===== config.mk =====
export PLATFORM = sky130hd
export DESIGN_NAME = tcu_pattern_seq
export DESIGN_NICKNAME = d
export VERILOG_FILES = /design/src/rtl/tcu_pattern_seq.sv
export SDC_FILE = /design/constraint.sdc
export NUM_CORES = 1
export LEC_CHECK = 0
export CAP_MARGIN = 10
export CORE_ASPECT_RATIO = 0.9
export CORE_MARGIN = 5
export CORE_UTILIZATION = 50
export CTS_CLUSTER_SIZE = 40
export DETAILED_ROUTE_END_ITERATION = 8
export GPL_TIMING_DRIVEN = 0
export HOLD_SLACK_MARGIN = 0.06
export PLACE_DENSITY = 0.75
export SETUP_SLACK_MARGIN = 0.4
export SKIP_LAST_GASP = 1
export SYNTH_ARGS = -nofsm -noshare
export SYNTH_HDL_FRONTEND = slang
export SYNTH_SLANG_ARGS = --single-unit

===== constraint.sdc =====
create_clock -name clk_in -period 5.3 [get_ports clk_in]
set_input_delay 1.59 -clock clk_in [delete_from_list [all_inputs] [get_ports clk_in]]
set_output_delay 1.59 -clock clk_in [all_outputs]
set_load 0.02 [all_outputs]

===== src/rtl/tcu_pattern_seq.sv =====
// rtl/tcu_pattern_seq.sv - per-frame delay/width sequencer feeding the TCU pair
// Optional feature macro: TCU_SEQ_LOOP_EN (wrap to entry 0 instead of stopping in DONE).
module tcu_pattern_seq #(
    parameter int DEPTH = 16,
    parameter int AW    = 4,
    parameter int DW    = 6
) (
    input  logic          clk_in,
    input  logic          reset,
    input  logic          trig,
    input  logic          run,
    input  logic [AW-1:0] len,
    input  logic          wr_en,
    input  logic [AW-1:0] wr_addr,
    input  logic [DW-1:0] wr_delay0,
    input  logic [DW-1:0] wr_width0,
    input  logic [DW-1:0] wr_delay1,
    input  logic [DW-1:0] wr_width1,
    output logic [DW-1:0] delay0,
    output logic [DW-1:0] width0,
    output logic [DW-1:0] delay1,
    output logic [DW-1:0] width1,
    output logic [AW-1:0] idx,
    output logic          active,
    output logic          done,
    output logic          sat
);

    typedef enum logic [1:0] {
        S_IDLE = 2'd0,
        S_ARM  = 2'd1,
        S_RUN  = 2'd2,
        S_DONE = 2'd3
    } state_t;

    localparam logic [DW-1:0] MAXV = {DW{1'b1}};

    state_t          state;
    state_t          state_nxt;
    logic            trig_d;
    logic            fe;
    logic [AW-1:0]   len_q;
    logic            load_en;
    logic [AW-1:0]   load_addr;
    logic [4*DW-1:0] table_mem [DEPTH];

    logic [4*DW-1:0] rd_entry;
    logic [DW-1:0]   rd_delay0;
    logic [DW-1:0]   rd_width0;
    logic [DW-1:0]   rd_delay1;
    logic [DW-1:0]   rd_width1;
    logic [DW:0]     sum0;
    logic [DW:0]     sum1;
    logic            ovf0;
    logic            ovf1;
    logic [DW-1:0]   adj_width0;
    logic [DW-1:0]   adj_width1;

    assign fe = trig_d & ~trig;

    // No reset on the table: contents must survive a reset.
    always_ff @(posedge clk_in) begin
        if (wr_en) begin
            table_mem[wr_addr] <= {wr_delay0, wr_width0, wr_delay1, wr_width1};
        end
    end

    // Same-cycle write/load reads the pre-write contents since the write lands at the edge.
    assign rd_entry = table_mem[load_addr];
    assign {rd_delay0, rd_width0, rd_delay1, rd_width1} = rd_entry;

    assign sum0       = {1'b0, rd_delay0} + {1'b0, rd_width0};
    assign sum1       = {1'b0, rd_delay1} + {1'b0, rd_width1};
    assign ovf0       = sum0[DW];
    assign ovf1       = sum1[DW];
    assign adj_width0 = ovf0 ? (MAXV - rd_delay0) : rd_width0;
    assign adj_width1 = ovf1 ? (MAXV - rd_delay1) : rd_width1;

    always_ff @(posedge clk_in) begin
        if (!reset) begin
            state <= S_IDLE;
        end else begin
            state <= state_nxt;
        end
    end

    always_comb begin
        state_nxt = state;
        case (state)
            S_IDLE: if (run) state_nxt = S_ARM;
            S_ARM: begin
                if (!run)    state_nxt = S_IDLE;
                else if (fe) state_nxt = S_RUN;
            end
            S_RUN: begin
                if (!run) begin
                    state_nxt = S_IDLE;
                end else if (fe && (idx == len_q)) begin
`ifdef TCU_SEQ_LOOP_EN
                    state_nxt = S_RUN;
`else
                    state_nxt = S_DONE;
`endif
                end
            end
            S_DONE: if (!run) state_nxt = S_IDLE;
            default: state_nxt = S_IDLE;
        endcase
    end

    always_comb begin
        active    = (state == S_ARM) || (state == S_RUN);
        done      = (state == S_DONE);
        load_en   = 1'b0;
        load_addr = '0;
        case (state)
            S_ARM: begin
                if (run && fe) load_en = 1'b1;
            end
            S_RUN: begin
                if (run && fe) begin
                    if (idx != len_q) begin
                        load_en   = 1'b1;
                        load_addr = idx + AW'(1);
                    end else begin
`ifdef TCU_SEQ_LOOP_EN
                        load_en   = 1'b1;
`else
                        load_en   = 1'b0;
`endif
                    end
                end
            end
            default: begin
                load_en   = 1'b0;
                load_addr = '0;
            end
        endcase
    end

    always_ff @(posedge clk_in) begin
        if (!reset) begin
            trig_d <= 1'b0;
            len_q  <= '0;
            idx    <= '0;
            delay0 <= '0;
            width0 <= '0;
            delay1 <= '0;
            width1 <= '0;
            sat    <= 1'b0;
        end else begin
            trig_d <= trig;
            if ((state == S_IDLE) && run) begin
                len_q <= len;
                sat   <= 1'b0;
            end
            if (load_en) begin
                idx    <= load_addr;
                delay0 <= rd_delay0;
                width0 <= adj_width0;
                delay1 <= rd_delay1;
                width1 <= adj_width1;
                if (ovf0 || ovf1) sat <= 1'b1;
            end
        end
    end

endmodule

# [After elaboration in Yosys (flattened, before gate mapping)]
# Memory sizes are Yosys's and may differ from the RTL's.
# Cells that the tools add are included.
[totals] out_inout_bits=31 ff_bits=36 n_memories=1 rom_bits=0 latchBits=0 wordCells=54 ram_bits=384
[memory_table] memory="table_mem" words=16 width=24 read_ports=1 rd_clocked_by_memory_dff=0 write_ports=1 line="45" source="logic [4*DW-1:0] table_mem [DEPTH];"
[op_classes] mul=0 n_bitwise=2 n_div=0 n_mux=21 addsub=5 n_lt_le_gt_ge=0 n_shift=0 reduce_logical=7 n_eq_ne=9
[ops] op="6-bit by 6-bit adder with 7-bit output" count=2
[ops] op="2-bit 2-to-1 mux" count=6
[ops] op="4-bit 2-to-1 mux" count=3
[ops] op="6-bit 2-to-1 mux" count=2
[ops] op="6-bit subtractor, first input constant" count=2
[ops] op="1-bit 2-to-1 mux" count=8
[ops] op="2-bit one-hot mux with 4 select lines" count=1
[ops] op="3-bit != test, second input constant" count=2
[ops] op="4-bit by 1-bit adder with 4-bit output, second input constant" count=1
[ops] op="2-bit equality test, second input constant" count=2
[ops] op="4-bit equality test" count=1
[ops] op="2-bit != test, second input constant" count=2
[ops] op="4-bit != test" count=1
[ops] op="4-bit AND reduction" count=1
[ops] op="1-bit logical AND" count=3
[ops] op="2-bit by 1-bit equality test with 1-bit output, second input constant" count=1
[ops] op="2-bit logical NOT" count=1
[ops] op="1-bit logical OR" count=2
[ops] op="1-bit one-hot mux with 2 select lines" count=1
[ops] op="1-bit AND" count=1
[ops] op="1-bit inverter" count=1

# [Logic depth before layout (Yosys ltp)]
# Gate-level depths: netlist (run 1).
# An unclocked memory read counts as a cell.
[logic_depth] ltp_word=10 depth_mapped=23 mapped_depth_nobuf=18

# [Worst setup path before layout (run 1)]
# OpenSTA, ideal clock, no wires.
[synth_timing] path_type="input port to flip-flop" startpoint="input port trig" endpoint="register width0[2]" slack_ns=0.350 required_time_ns=5.178 cell_stages=20 n_path_buf=5 arrival_ns=4.828 path_cell_list="and4b_1 o41ai_4 buf_6 nor2_8 buf_6 buf_6 clkbuf_1 nand2_1 a311oi_1 nor2_1 ha_1 a21oi_1 nor2b_1 o21ai_0 nand2b_1 a21oi_1 o31a_1 buf_6 nor3_1 a311o_1"
[synth_via] elab_chain_len=8
[synth_lines] element="start, declared" line="10" source="input logic trig,"
[synth_lines] element="1-bit inverter (*)" line="59" source="assign fe = trig_d & ~trig;"
[synth_lines] element="1-bit AND (*)" line="59"
[synth_lines] element="1-bit logical AND (*)" line="118, 121"
[synth_lines] element="4-bit 2-to-1 mux" line="121" source="if (run && fe) begin"
[synth_lines] element="4-bit 2-to-1 mux" line="116" source="case (state)"
[synth_lines] element="memory 16 x 24 bit"
[synth_lines] element="6-bit subtractor or 6-bit by 6-bit adder with 7-bit output (tied branches)" line="76, 72"
[synth_lines] element="6-bit 2-to-1 mux" line="76" source="assign adj_width0 = ovf0 ? (MAXV - rd_delay0) : rd_width0;"
[synth_lines] element="end signal, assigned" line="160" source="width0 <= adj_width0;"
[synth_lines] element="end, declared" line="20" source="output logic [DW-1:0] width0,"
# Every way passes the cells marked *; elsewhere a longest branch is shown, timed or not.
# A chain may end at the register's enable or synchronous reset.

# [Worst setup path after layout (run 1)]
[layout_timing] startpoint="input port trig" endpoint="register width0[4]"
# The elaborated chain is that of the path after synthesis.

==> results.md, run 1 <==
- Data arrives at the worst endpoint at 5220 ps.
- The post-synthesis adder-cell area fraction is 1.090%.
- Clock-pin slew was measured on the worst setup and hold paths at 60 ps.
- The number of cells on the worst hold path is 2.
- The wire length of the first global-routing pass is 71500 um.
- STA classifies the critical path startpoint as an input port.
- The endpoint type of the worst setup path is a flop.
- Dividing the detail-routed wire length by the instance count gives 27.05 um.
- The ratio of final minimum period to clock period is 90.55%.
- For met2 alone, demand over resource in global routing was 38.93%.
- By area, the combinational part of the netlist is dominated by compound AO/OA/AOI/OAI gates.
- After routing, the total negative slack on setup checks comes to 0 ps.
- The minimum setup slack in the final design is 500.6 ps.
- The quantity of hold-fixing buffers added after cts is 0.
- By startpoint and endpoint, the worst setup path is classified as input port to flop.
- The shortest period the worst path allows is 4799 ps.
- The power per cell area is 323.8 nW/um2.
- The met1 usage in global routing is 35.57%.
- The startpoint of the most critical setup path is trig.
- Counting along the longest clock path gives a buffer depth of 3.
- The highest clock frequency the design can meet is 208.4 MHz.
- Routability-driven placement finished with a final weighted congestion of 0.8643.
- Global routing consumed, on the met3 layer, 6.150% of the routing resources.
- Wires add up to 48680 um.
- The first TritonRoute pass finished after 5 iterations.
- In the global route stage, overall resource usage came out at 24.96%.
- The library cell used most frequently in the layout, excluding fill and tap cells, is edfxtp_1.
- The portion of netlist area occupied by mux cells is 4.875%.
- The delay of the slowest cell on the worst path is 350 ps.
- In the layout the commonest cells are 384 x edfxtp_1, 73 x nand2_1, 65 x clkdlybuf4s50_1.
- The origin of the critical flop-to-flop path is idx[0]$_SDFFE_PN0P_.
- The layer with the highest usage after global routing is met2.
- 0 antenna diodes ended up in the layout.
- Yosys mapped a number of flops with a built-in enable equal to 384.
- Counting the buffers created by CTS gives 41.
- The most common cell type on the critical path is buf_6.
- The final count of hold timing violations is 0.
- For this run the aggregate overflow at the end of global routing stands at 0.
- Summing all placed instances gives a cell area of 18980 um2.
- After Yosys synthesis, and, or, nand and nor cells account for 7.316% of the synthesized area.
- The H-tree was split into 2 levels.
- The number of unique standard cell types used by synthesis is 72.
- The worst pin sits at a relative slew slack of 25.27%.
- The starting utilization of the core area is 50.61%.
- The number of rows in the core area is 64.
- The number of I/O pins is 68.
- Summing the areas of all compound-gate instances in the mapped netlist gives 12.39% of the synthesized area.
- The worst hold-check path type is flop to flop.
- The worst hold path startpoint is delay1[1]$_SDFFE_PN0P_.
- The gate count after technology mapping is 1153.
- The synthesized netlist devotes 0.5376% of its cell area to XOR and XNOR gates.
- Counting both buffers and inverters, the worst setup path holds a total of 6.
- The number of pins exceeding their max-slew limit in the final report is 0.
- The number of max-capacitance violations reported is 0.
- The DRC violation count after routing is 0.
- The first routing iteration left 1782 violations.
- Before CTS, the worst setup slack after placement is -1748 ps.
- Across all layers, the routed design uses 11614 vias.
- The clock drives 420 sinks.
- The summed area of non-filler cells in the final layout is 20990 um2.
- IR analysis of the VDD net gives a maximum drop of 0.2852 mV.
- The cell area that synthesis handed to floorplanning was 17220 um2.
- The overall die height is 186.1 um.
- The worst hold margin is 462.5 ps.
- The number of global-route vias before repair is 11326.
- Setup repair after global routing left no endpoint under its margin.
- STA puts the critical path data required time at 5720 ps.
- The detail route stage leaves a number of antenna-violating nets equal to 0.
- The total number of cells along the worst setup path is 21.
- On the critical path the largest part of the delay comes from compound AO/OA/AOI/OAI gates.
- The flow ran to the end, and the final reports show no timing, DRC or antenna violations.
- The share of synthesized registers carrying an async set or reset is 0%.
- The overall die width is 205.6 um.
- Entering global routing, the biggest net connects 25 pins.
- Among all flip-flop cells after synthesis, the most frequent one is edfxtp_1.
- The area growth from synthesis to layout is 21.85%.
- The floorplan step defined a die boundary enclosing 38260 um2.
- The initial antenna violation count came to 0.
- The number of buffer cells added on primary ports is 67.
- The clock latency of the later-clocked register in the worst-skew pair is 540 ps.
- During synthesis, Yosys emitted a total of 0 warnings.
- The vias per cell is 6.452.
- At the pin with the least slew margin, the transition time is 1111 ps.
- The signal on the critical path passes through buf_2 > and4b_2 > o41ai_4 > buf_6 > nor2_8 > buf_6 > buf_8 > clkbuf_8 > nand2_1 > a311oi_2 > nor2_2 > ha_4 > a21oi_2 > nor2b_1 > o21ai_1 > nand2b_1 > a21oi_2 > o31a_1 > buf_6 > nor3_1 > a311o_1.
- The HPWL after detailed placement is 31170 um.
- The share of post-route cells with drive strength above 1 is 19.51%.
- The final number of setup-violating endpoints is 0.
- The maximum fanout along the worst path is 10.
- The count of nets after finishing is 1359.
- The register bit total from synthesis is 420.
- A synthesized cell averages 14.94 um2.
- The analysis attributes to cell leakage a power of 6.739 nW.
- The cell chosen for the clock root is clkbuf_16.
- When the netlist entered floorplanning its net count stood at 1205.
- The clock tree from TritonCTS is yes.
- Measured in cells, the most critical reg-to-reg path has a length of 18.
- Among all stages on the critical path, the largest delay is contributed by a311o_1.
- The setup skew after layout is 14.48 ps.
- The share of the Yosys chip area taken by registers is 71.14%.
- The placeable core area is 34030 um2.
## flip-flops by register name (all words and copies together), names as in the netlist, 2 cells and up
name       flops
table_mem    384
delay0         6
delay1         6
width0         6
width1         6
idx            4
len_q          4
state          2
## final cells by class
| class | count | area (um2) |
|---|---|---|
| fillers | 2458 | 13050 |
| flip-flops and latches | 420 | 12250 |
| multi-input cells | 646 | 4994 |
| repair buffers | 111 | 1247 |
| clock buffers | 54 | 1117 |
| plain buffers | 81 | 579.3 |
| well taps | 462 | 578.1 |
| clock inverters | 20 | 196.4 |
| inverters | 6 | 22.52 |
## report_power, final
group	switching (mW)	internal (mW)
sequential	0.0188	3.68
clock	1.20	1.68
combinational	0.139	0.0756
total	1.36	5.44
## path summary, 6_finish.rpt
path | endpoint | slack [ps]
setup reg to reg | width1[2]$_SDFFE_PN0P_ | 600
setup / recovery | width0[4]$_SDFFE_PN0P_ | 500
hold reg to reg | delay1[1]$_SDFFE_PN0P_ | 460
hold / removal | delay1[1]$_SDFFE_PN0P_ | 460
## routing by layer
layer,up-vias,routed length (um)
met2,795,22070
met3,122,6010
met1,5785,19230
met5,-,0
met4,0,1362
li1,4912,-
## kinds of logic (layout without fill, tap and decap cells)
| group | Yosys count | count (layout) |
|---|---|---|
| fa+ha+maj | 15 | 15 |
| xor+xnor | 8 | 8 |
| compound gates | 288 | 288 |
| mux | 76 | 76 |
| buf+inv | 87 | 272 |
| flops | 420 | 420 |
| simple gates | 259 | 259 |
## cells in the mapped netlist (all sizes together), types with 11 or more instances
master	number	share of area [%]
dfxtp	36	4.2
a311oi	11	0.56
a221oi	30	1.5
mux2i	58	3.4
nor3	18	0.52
clkbuf	29	0.63
edfxtp	384	67
a211oi	37	1.6
nor2	58	1.4
mux2	13	0.85
nand3	43	1.2
o21ai	42	1.2
nand2	77	1.8
a311o	13	0.76
a31oi	29	1.1
buf	52	1.9
a221o	11	0.64
ha	15	1.1
a2111oi	11	0.56
a21oi	44	1.3
and2	26	0.96
## per-stage QoR
| stage | instances | power, mW | util (%) |
|---|---|---|---|
| 2_1_floorplan | 1153 | 3.843 | - |
| 3_3_place_gp | 1682 | 3.945 | 54.28 |
| 3_5_place_dp | 1703 | 3.969 | 55.77 |
| 4_1_cts | 1799 | 6.794 | 61.18 |
| 5_1_grt | 1800 | 6.959 | 61.67 |
| 6_report | 1800 | 6.796 | 61.67 |
## repair_timing
item / in CTS / in global routing
resized for setup: 93 / 52
buffers inserted: 21 / 1
setup endpoints to repair: 14 / 13
gates cloned: 1 / 0
pin swaps: 18 / 19
## worst reg2reg max path, cell delays in order, from the launching register on
cell      delay [ps]
dfxtp_1          370
buf_2            200
inv_1            120
buf_2            250
buf_2            330
clkbuf_1         560
clkbuf_2         480
a211oi_1         150
a211oi_1         230
a21oi_1          110
o21ai_2          340
ha_1             320
a21oi_1          140
nor2b_1           60
o21ai_0          140
nand2b_1         130
a21oi_4          230
a211oi_1         110
a311o_1          320
(Power assumes the default switching activity.)
==> run 2, diff against run 1 <==
--- a/config.mk
+++ b/config.mk
@@ -14,7 +14,6 @@
 export GPL_TIMING_DRIVEN = 0
 export HOLD_SLACK_MARGIN = 0.06
 export PLACE_DENSITY = 0.75
-export SETUP_SLACK_MARGIN = 0.4
 export SKIP_LAST_GASP = 1
 export SYNTH_ARGS = -nofsm -noshare
 export SYNTH_HDL_FRONTEND = slang
==> run 2 against run 1 <==
  * Worst hold slack got worse by 9.4 ps
  * Setup slack got worse by 430 ps
  * Die area did not move
  * Critical path depth fell by 2
  * Sequential power barely moved
  * Global-route usage fell by 0.53 points
  * Power fell by 1.5%
  * Clock skew rose by 1.3 ps
  * Design area fell by 0.96%
  * Register-to-register slack got worse by 170 ps
  * Core utilization fell by 0.59 points
==> results.md, run 2 (same netlist as run 1, synthesis figures left out) <==
- The CTS sink count is 420.
- Fill cells in the final layout number 2460.
- The worst-case IR drop observed on VDD is 0.1976 mV.
- The area used by multi-input combinational logic is 4908 um2.
- The required time at the worst-slack endpoint is 5720 ps.
- Leaving out fill and tap cells, the most frequent cells in the layout are 384 x edfxtp_1, 73 x nand2_1, 67 x clkdlybuf4s50_1.
- The overall die width is 205.6 um.
- The number of hold buffers added after CTS was 0.
- The worst setup path is of the input port to flop kind.
- Compared with the post-synthesis result, the final layout area differs by 20.68%.
- The arrival time at the worst endpoint is 5650 ps.
- For this block, the initial DRC count from the detailed router was 1618.
- In this run the remaining antenna-violating nets after routing total 0.
- The cell chosen for the clock root is clkbuf_16.
- The worst hold path startpoint is width0[0]$_SDFFE_PN0P_.
- Derived from the worst setup path, the maximum achievable clock frequency is 191.3 MHz.
- The power per cell area is 322.0 nW/um2.
- Clock-pin slew was measured on the worst setup and hold paths at 60 ps.
- The HPWL after detailed placement is 31310 um.
- The setup skew after layout is 15.75 ps.
- The origin of the critical flop-to-flop path is idx[0]$_SDFFE_PN0P_.
- The length of the first detailed-routing pass in iterations is 5.
- The worst pin sits at a relative slew slack of 27.46%.
- TritonCTS built the clock tree.
- The critical path starts at trig.
- Max-cap violations in this run came to 0.
- The floorplan step defined a die boundary enclosing 38260 um2.
- The number of buffers and inverters on the critical path is 4.
- The vias per cell is 6.399.
- The most numerous cell type found on the critical path is buf_6.
- The longest clock path from root to sink contains 3 buffers.
- The endpoint type of the worst setup path is a flop.
- Summing over every cut layer, the via total after detailed routing is 11499.
- The clock latency of the later-clocked register in the worst-skew pair is 540 ps.
- Row generation in the floorplan step produced 64 rows.
- The wire length per cell is 26.71 um.
- The depth of the CTS H-tree is 2.
- For the pin with the worst max-slew slack, the measured transition is 1078 ps.
- The summed area of non-filler cells in the final layout is 20780 um2.
- The sequential cells in the finished layout cover a total of 12250 um2.
- The leftover overflow at the end of global routing is 0.
- The flip-flop count of the largest register, all copies and words added is 384.
- The worst hold-check path type is flop to flop.
- Global routing consumed, over all layers together, 24.43% of the routing resources.
- Entering global routing, the biggest net connects 25 pins.
- The most common library cell in the layout ignoring fill and taps is edfxtp_1.
- The count of nets after finishing is 1360.
- Setup violations remaining at the end of the flow were counted as 0.
- The CTS buffer count is 39.
- The overall die height is 186.1 um.
- The first global-routing pass estimated 69370 um of wire.
- The flow ran to the end, and the final reports show no timing, DRC or antenna violations.
- In the routed design, unresolved DRC markers number 0.
- The post-place setup slack is -1744 ps.
- The number of pins exceeding their max-slew limit in the final report came to 0.
- The initial antenna violation count came to 1.
- Summed over all layers, the routed wires come to 48000 um.
- In this run the tool buffered the top-level ports with 67 buffer cells.
- Summed over all cells, the static leakage comes to 6.673 nW.
- The ratio of final minimum period to clock period is 98.61%.
- The post-layout total power is 6.693 mW.
- On the worst path, the slowest cell contributes a delay of 460 ps.
- The worst path in the final design needs a cycle of 5226 ps, including I/O delays and setup.
- The number of global-route vias before repair is 11033.
- The share of post-route cells with drive strength above 1 is 18.58%.
- Routability-driven placement finished with a final weighted congestion of 0.8632.
- The final count of hold timing violations came to 0.
- 0 antenna diodes ended up in the layout.
- The number of I/O pins is 68.
- Traced cell by cell, the critical path runs through clkdlybuf4s50_1 > and4b_2 > o41ai_4 > buf_6 > buf_4 > a2111oi_2 > a31oi_1 > a221oi_1 > a31oi_4 > ha_1 > a21oi_1 > nor2b_1 > o21ai_1 > nand2b_1 > a21oi_2 > o31a_1 > buf_6 > nor3_1 > a311o_1.
- The maximum fanout along the worst path is 10.
- The minimum setup slack in the final design is 73.52 ps.
- The sort of element at the start of the critical path is an input port.
- On the critical path the largest part of the delay comes from compound AO/OA/AOI/OAI gates.
- The largest individual stage delay along the critical path comes from the cell a221oi_1.
- The starting utilization of the core area is 50.61%.
- Counting flops per register, the top entry is table_mem.
- The placeable core area is 34030 um2.
- Summing all placed instances gives a cell area of 18910 um2.
run 2: area by class of cell:
| class | count | share of cell area, % |
|---|---|---|
| timing repair buffer | 114 | 5.845 |
| inverter | 6 | 0.1084 |
| sequential | 420 | 58.95 |
| tap | 462 | 2.781 |
| clock inverter | 17 | 0.8909 |
| clock buffer | 51 | 5.105 |
| buffer | 81 | 2.709 |
| multi-input combinational | 646 | 23.62 |
run 2: routing by layer:
layer  global-route usage, %  vias up  wire [um]
li1                        -     4897          -
met1                   34.82     5690      18800
met2                   38.09      830      22160
met3                   5.941       82       6017
met4                   6.617        0       1024
met5                       0        -          0
run 2: repair_timing:
item,in CTS,in global routing
cloned,0,2
resized for setup,45,67
pin swaps,3,15
buffers inserted,8,18
setup endpoints to repair,13,13
run 2: metrics by stage:
stage,hold WS [ps],cells,util [%],TNS [ps]
2_1_floorplan,448.1,1153,-,0
6_report,453.1,1797,61.07,0
3_5_place_dp,446.6,1701,55.56,-19440
4_1_cts,453.0,1777,59.86,0
3_3_place_gp,445.5,1682,54.28,-114920
5_1_grt,482.3,1797,61.07,-149.0
run 2: worst reg2reg max path: cells and delay by family, from the launching register on:
kind | cells | cell delay, ps
buffers and inverters | 6 | 2010
AO/OA/AOI/OAI | 9 | 1860
flip-flops | 1 | 370
adder cells (fa/ha/maj) | 1 | 310
AND/OR/NAND/NOR | 2 | 190
run 2: path summary, 6_finish.rpt:
kind                            end  slack [ps]  cells past startpoint
min reg2reg  width0[0]$_SDFFE_PN0P_         450                      2
min          width0[0]$_SDFFE_PN0P_         450                      2
max reg2reg  width1[2]$_SDFFE_PN0P_         430                     18
max          width0[4]$_SDFFE_PN0P_          70                     19
run 2: power breakdown:
group	switching [mW]	leakage (nW)	internal, mW
Sequential	0.0191	3.76	3.68
Clock	1.18	0.616	1.60
Combinational	0.137	2.30	0.0744
==> run 3, diff against run 2 <==
--- a/config.mk
+++ b/config.mk
@@ -5,12 +5,14 @@
 export SDC_FILE = /design/constraint.sdc
 export NUM_CORES = 1
 export LEC_CHECK = 0
+export ABC_CLOCK_PERIOD_IN_PS = 5300
 export CAP_MARGIN = 10
 export CORE_ASPECT_RATIO = 0.9
 export CORE_MARGIN = 5
 export CORE_UTILIZATION = 50
 export CTS_CLUSTER_SIZE = 40
 export DETAILED_ROUTE_END_ITERATION = 8
+export GPL_ROUTABILITY_DRIVEN = 0
 export GPL_TIMING_DRIVEN = 0
 export HOLD_SLACK_MARGIN = 0.06
 export PLACE_DENSITY = 0.75
==> results of run 3 <==
Same layout as run 2: the final DEF is identical, and so are final timing and power.
